**config.mk**
```make
export PLATFORM = sky130hd
export DESIGN_NAME = serial_adder
export DESIGN_NICKNAME = d
export VERILOG_FILES = /design/src/rtl/serial_adder.sv
export SDC_FILE = /design/constraint.sdc
export NUM_CORES = 1
export LEC_CHECK = 0
export ABC_AREA = 0
export CAP_MARGIN = 10
export CORE_AREA = 4 4 45 86
export CTS_CLUSTER_DIAMETER = 80
export DETAILED_ROUTE_END_ITERATION = 8
export DIE_AREA = 0 0 49 90
export PLACE_DENSITY = 0.86
export SETUP_SLACK_MARGIN = 0.4
export SLEW_MARGIN = 0
export SYNTH_ARGS = -nofsm -noshare
export SYNTH_HDL_FRONTEND = slang
export SYNTH_SLANG_ARGS = --single-unit
```
**constraint.sdc**
```tcl
create_clock -name clk -period 2.51 [get_ports clk]
set_clock_uncertainty 0.05 [all_clocks]
set_input_delay 0.502 -clock clk [delete_from_list [all_inputs] [get_ports clk]]
set_output_delay 0.502 -clock clk [all_outputs]
set_load 0.01 [all_outputs]
```
**src/rtl/serial_adder.sv**
```systemverilog
// Digit-serial adder: {co,sum} = a + b + ci, DIGIT bits per clock, start/done handshake.
// Define SERIAL_ADDER_SUB_EN to add a 'sub' input that turns the operation into a - b.
module serial_adder #(
  parameter int WIDTH = 8,
  parameter int DIGIT = 1
) (
  input  logic             clk,
  input  logic             rst,
  input  logic             start,
  input  logic [WIDTH-1:0] a,
  input  logic [WIDTH-1:0] b,
  input  logic             ci,
`ifdef SERIAL_ADDER_SUB_EN
  input  logic             sub,
`endif
  output logic             ready,
  output logic             busy,
  output logic             done,
  output logic [WIDTH-1:0] sum,
  output logic             co
);

  localparam int N     = WIDTH / DIGIT;
  localparam int CNT_W = (N > 1) ? $clog2(N) : 1;

  typedef enum logic [1:0] {IDLE, RUN, DONE} state_t;

  state_t             state, state_next;
  logic [WIDTH-1:0]   a_sh, b_sh, res_sh, res_next;
  logic [WIDTH-1:0]   b_load;
  logic               carry, carry_load;
  logic [CNT_W-1:0]   cnt;
  logic [DIGIT-1:0]   slice_sum;
  logic               slice_co;
  logic               last_digit;

  // Subtraction is a + ~b + 1, so only the loaded B and initial carry differ.
  always_comb begin
    b_load     = b;
    carry_load = ci;
`ifdef SERIAL_ADDER_SUB_EN
    if (sub) begin
      b_load     = ~b;
      carry_load = 1'b1;
    end
`endif
  end

  always_comb begin
    {slice_co, slice_sum} = {1'b0, a_sh[DIGIT-1:0]} + {1'b0, b_sh[DIGIT-1:0]}
                          + {{DIGIT{1'b0}}, carry};
    // New digit enters at the MSB end; written as a shift so N=1 needs no empty slice.
    res_next   = WIDTH'({slice_sum, res_sh} >> DIGIT);
    last_digit = (cnt == CNT_W'(N - 1));
  end

  // NOTE: sequential state uses non-blocking assignments so every flop samples
  // pre-edge values regardless of statement order.
  always_ff @(posedge clk) begin
    if (rst) state <= IDLE;
    else     state <= state_next;
  end

  // NOTE: every output of a combinational block gets a default first, so no path
  // leaves a signal unassigned and infers a latch.
  always_comb begin
    state_next = state;
    ready      = 1'b0;
    busy       = 1'b0;
    done       = 1'b0;
    case (state)
      IDLE: begin
        ready = 1'b1;
        if (start) state_next = RUN;
      end
      RUN: begin
        busy = 1'b1;
        if (last_digit) state_next = DONE;
      end
      DONE: begin
        done       = 1'b1;
        state_next = IDLE;
      end
      default: state_next = IDLE;
    endcase
  end

  // NOTE: only control and visible outputs are reset; the operand and partial-result
  // shift registers are always reloaded or overwritten before they are observed.
  always_ff @(posedge clk) begin
    if (rst) begin
      carry <= 1'b0;
      cnt   <= '0;
      sum   <= '0;
      co    <= 1'b0;
    end else begin
      case (state)
        IDLE: if (start) begin
          a_sh  <= a;
          b_sh  <= b_load;
          carry <= carry_load;
          cnt   <= '0;
        end
        RUN: begin
          a_sh   <= a_sh >> DIGIT;
          b_sh   <= b_sh >> DIGIT;
          res_sh <= res_next;
          carry  <= slice_co;
          cnt    <= cnt + CNT_W'(1);
          if (last_digit) begin
            sum <= res_next;
            co  <= slice_co;
          end
        end
        default: ;
      endcase
    end
  end

endmodule

```
== Word-level counts from Yosys, hierarchy flattened ==
Index checks and enable logic that the tools add are counted.
Widths: inputs -> output; s select.

* Equal/unequal tests: 5
* Reduce and logical (&&, ||, !) cells: 7
* Bitwise operators: 1
* Add/sub/neg operators: 3
* Mux-type cells: 14

{| class="wikitable"
|+ Operators by type and width
! operator !! number
|-
| $pmux 8 s2 || 2
|-
| $mux 8 || 2
|-
| $reduce_and 2->1 || 4
|-
| $pmux 3 s2 || 1
|-
| $mux 1 || 4
|-
| $mux 2 || 2
|-
| $ne 2x2->1 const B || 2
|-
| $pmux 2 s2 || 1
|-
| $add 3x1->3 const B || 1
|-
| $eq 3x3->1 const B || 1
|-
| $mux 3 || 1
|-
| $reduce_and 3->1 || 1
|-
| $add 1x1->2 || 1
|-
| $add 2x1->2 || 1
|-
| $eq 2x1->1 const B || 1
|-
| $eq 2x2->1 const B || 1
|-
| $logic_not 2->1 || 1
|-
| $pmux 1 s2 || 1
|-
| $reduce_bool 2->1 || 1
|-
| $not 1->1 || 1
|}

* Flip-flop bits (word level): 39
* Output and inout bits: 12

== Logic depth before layout (Yosys ltp) ==
* Word-level depth: 3
* Gate-level depth with buffers: 7
* Mapped depth without buffers: 5

== Worst setup path after synthesis ==
No wires, ideal clock.

* Path kind: input to register
* Start point: input port rst
* End point: register a_sh[0] (enable)
* Arrival time: 1.906 ns
* Stages: 2
* Setup slack: 0.143 ns
* Cell sequence: clkbuf_1 nor3_1

* Cells in the longest elaborated chain, start to end: 2

{| class="wikitable"
|+ RTL lines
! element !! line !! RTL
|-
| start: declaration || 8 || <nowiki>input logic rst,</nowiki>
|-
| $not 1->1 (no line) || n/a ||
|-
| $reduce_and 3->1 (no line) || n/a ||
|-
| end signal: assignment || 105 || <nowiki>a_sh <= a_sh >> DIGIT;</nowiki>
|-
| end: declaration || 29 || <nowiki>logic [WIDTH-1:0] a_sh, b_sh, res_sh, res_next;</nowiki>
|}

Every way passes these cells.
A chain may end at the register's enable or synchronous reset.

== Final worst setup path ==
* Start point: register state[1]
* End point: output port busy

* Cells in the longest elaborated chain, start to end: 2

{| class="wikitable"
|+ RTL lines
! element !! line !! RTL
|-
| start: declaration || 28 || <nowiki>state_t state, state_next;</nowiki>
|-
| start signal: assignment || 61 || <nowiki>else state <= state_next;</nowiki>
|-
| $eq 2x1->1 || 71 || <nowiki>case (state)</nowiki>
|-
| $mux 1 || 71 ||
|-
| end: declaration || 17 || <nowiki>output logic busy,</nowiki>
|}

Every way passes these cells.

==> impl_metrics.tcl <==
set metrics [dict create \
    finalHoldViolCount 0 \
    ys.flop_type "edfxtp_1" \
    crit_type "reg -> out" \
    slew_violations 0 \
    synthAdderAreaFrac_pct 2.89 \
    gp_congestion 0.849 \
    p_leak_nw 0.746 \
    drv_cap 0 \
    cts_tree "done" \
    cts_max_path_buffers 2 \
    pin_count 32 \
    wirelength_um 2960 \
    netlist_top_cells_area "edfxtp_1, dfxtp_1, nand2_1, a21oi_1, buf_6" \
    cp_max_fo 18 \
    instances_no_fill 210 \
    core_area_um2 3190 \
    worstMarginPinSlew_ps 536 \
    num_rows 29 \
    ant_nets 0 \
    grt_setup_unrepaired "no" \
    grt_overflow 0 \
    die_area_um2 4410 \
    period_share_pct 81.6 \
    dr.pass1.iters 4 \
    power_density_nw_per_um2 627 \
    antenna_found_initial 0 \
    syn_avg_cell_area_um2 10.7 \
    numCtsBuffers 5 \
    cp.required_ps 1960 \
    cts.sink_count 38 \
    setup_slack_ps 462 \
    cts_htree_levels 2 \
    numPortBuffers 31 \
    synth_top_family_by_area "simple AND/OR/NAND/NOR gates" \
    ys_seq_area_share_pct 63.6 \
    placed_cells 201 \
    irDropWorstVdd_mv 0.457 \
    yosysWarningCount 0 \
    synth_nets 168 \
    insertion_delay_ps 280 \
    final_layout_size_suffix_gt1_share_pct 7.82 \
    track_usage_pct 13.3 \
    die_width_um 49 \
    dpl_cell_area_um2 1850 \
    ys_types 26 \
    clockRootBuffer "clkbuf_8" \
    grt_pass1_wl_um 4600 \
    synth_compound_area_share_pct 5.38 \
    avgRoutedWirePerCell_um 14.1 \
    grt_max_degree 19 \
    finalSetupViolCount 0 \
    status "finished clean" \
    yosysMostFrequentCell "nand2_1" \
    yosys-top-cells-count "nand2_1, edfxtp_1, dfxtp_1" \
    fmax_mhz 488 \
    tns_ps 0 \
    cp-end-kind "output pin" \
    synth_seq_cells 38 \
    yosysTopAreaCellShare_pct 44.3 \
    drtIter0Drc 20 \
    start_util_pct 48.8 \
    drc 0 \
    synthMuxAreaShare_pct 1.29 \
    die_h_um 90 \
    hpwl_um 2220 \
    fin_area_um2 1950 \
    via_count 1088 \
    fin_nets 201 \
    hold_buffers 0 \
    place_ws_ps 519 \
    synthSimpleGateAreaFrac_pct 21.0 \
    nFillCells 268 \
    netlist_area_um2 1560 \
    period_needed_ps 2050 \
    synth_enable_flop_cells 23 \
    synth_area_leader_cell "edfxtp_1" \
    critPathArrivalTime_ps 1500 \
    viasPerCell 5.18 \
    startpoint_type "flip-flop" \
    syn-instance-count 145 \
    hp-class "reg -> reg" \
    num_antenna_cells 0 \
    area_delta_synth_final_pct 25.0 \
    first_global_vias 1068 \
    relSlewSlack_pct 64.1 \
    power_mw 1.22 \
    synth-xor-area-share_pct 0 \
    synth-async-reset-ratio_pct 0 \
    path_clk_slew_ps 70 \
]
## timing repair
action,CTS,global route
endpoints found under the setup margin,1,1
hold endpoints to repair,0,0
pin swaps,0,0
gates resized for setup,1,2
buffers inserted,1,0
## final timing paths
check	start	end	slack, ps	cells after the start
min reg2reg	sum[0]	sum[0]	410	2
min	sum[0]	sum[0]	410	2
max	state[1]	busy	460	3
max reg2reg	state[1]	res_sh[5]	910	3
## power breakdown
group          internal (mW)  switching, mW
registers              0.696         0.0140
clock network          0.197          0.198
logic                 0.0576         0.0569
## final cells by class
class | count | area (µm²) | area share [%]
clock buffer | 8 | 80.1 | 4.11
inverter | 3 | 18.8 | 0.964
multi-input combinational | 96 | 480 | 24.7
sequential | 38 | 996 | 51.2
tap | 31 | 38.8 | 1.99
timing repair buffer | 34 | 333 | 17.1
## per-stage QoR
step                      hold WS [ps]  util [%]
after CTS                          411      60.9
after detailed placement           386      58.1
final                              406      61.0
after global routing               417      61.0
after global placement             391      58.1
after floorplan                    376         -
## worst max-delay path, stage by stage, from the launching register on
cell and delay [ps]:
dfxtp_2 370, nand2b_4 180, inv_8 110, clkdlybuf4s50_1 550
## layer usage
metal	routed length [µm]	vias to the layer above	share of wire, %	global-route usage [%]
met5	0	-	0	0
met3	177	8	6.0	3.81
met4	85	0	2.9	7.19
met1	1130	499	38	13.1
met2	1570	42	53	24.0
li1	-	539	-	-
## registers in the layout, summed over array words and instances (netlist names)
name    flops
res_sh      7
a_sh        8
b_sh        8
sum         8
co          1
cnt         3
state       2
carry       1
## cells in the final DEF, fill, tap and decap left out, drive strengths merged
cell type      Yosys  final
buf                7      3
and3b              1      1
mux2i              2      2
o21a               1      1
clkdlybuf4s50      0     31
a21oi              9      9
clkbuf             1      8
o21bai             1      1
dfxtp             15     15
ha                 2      2
nor3               3      3
nand3b             1      1
nand2             60     60
nand2b             1      1
and2               2      2
inv                3      3
nor2               7      7
fa                 1      1
edfxtp            23     23
a22oi              2      2
a32oi              1      1
nor2b              2      2
## cells by family after synthesis
family | Yosys count
compound gates | 14
fa+ha+maj | 3
flops | 38
mux | 2
simple gates | 77
buf+inv | 11
Note: power is estimated with default switching activity, not from simulation.
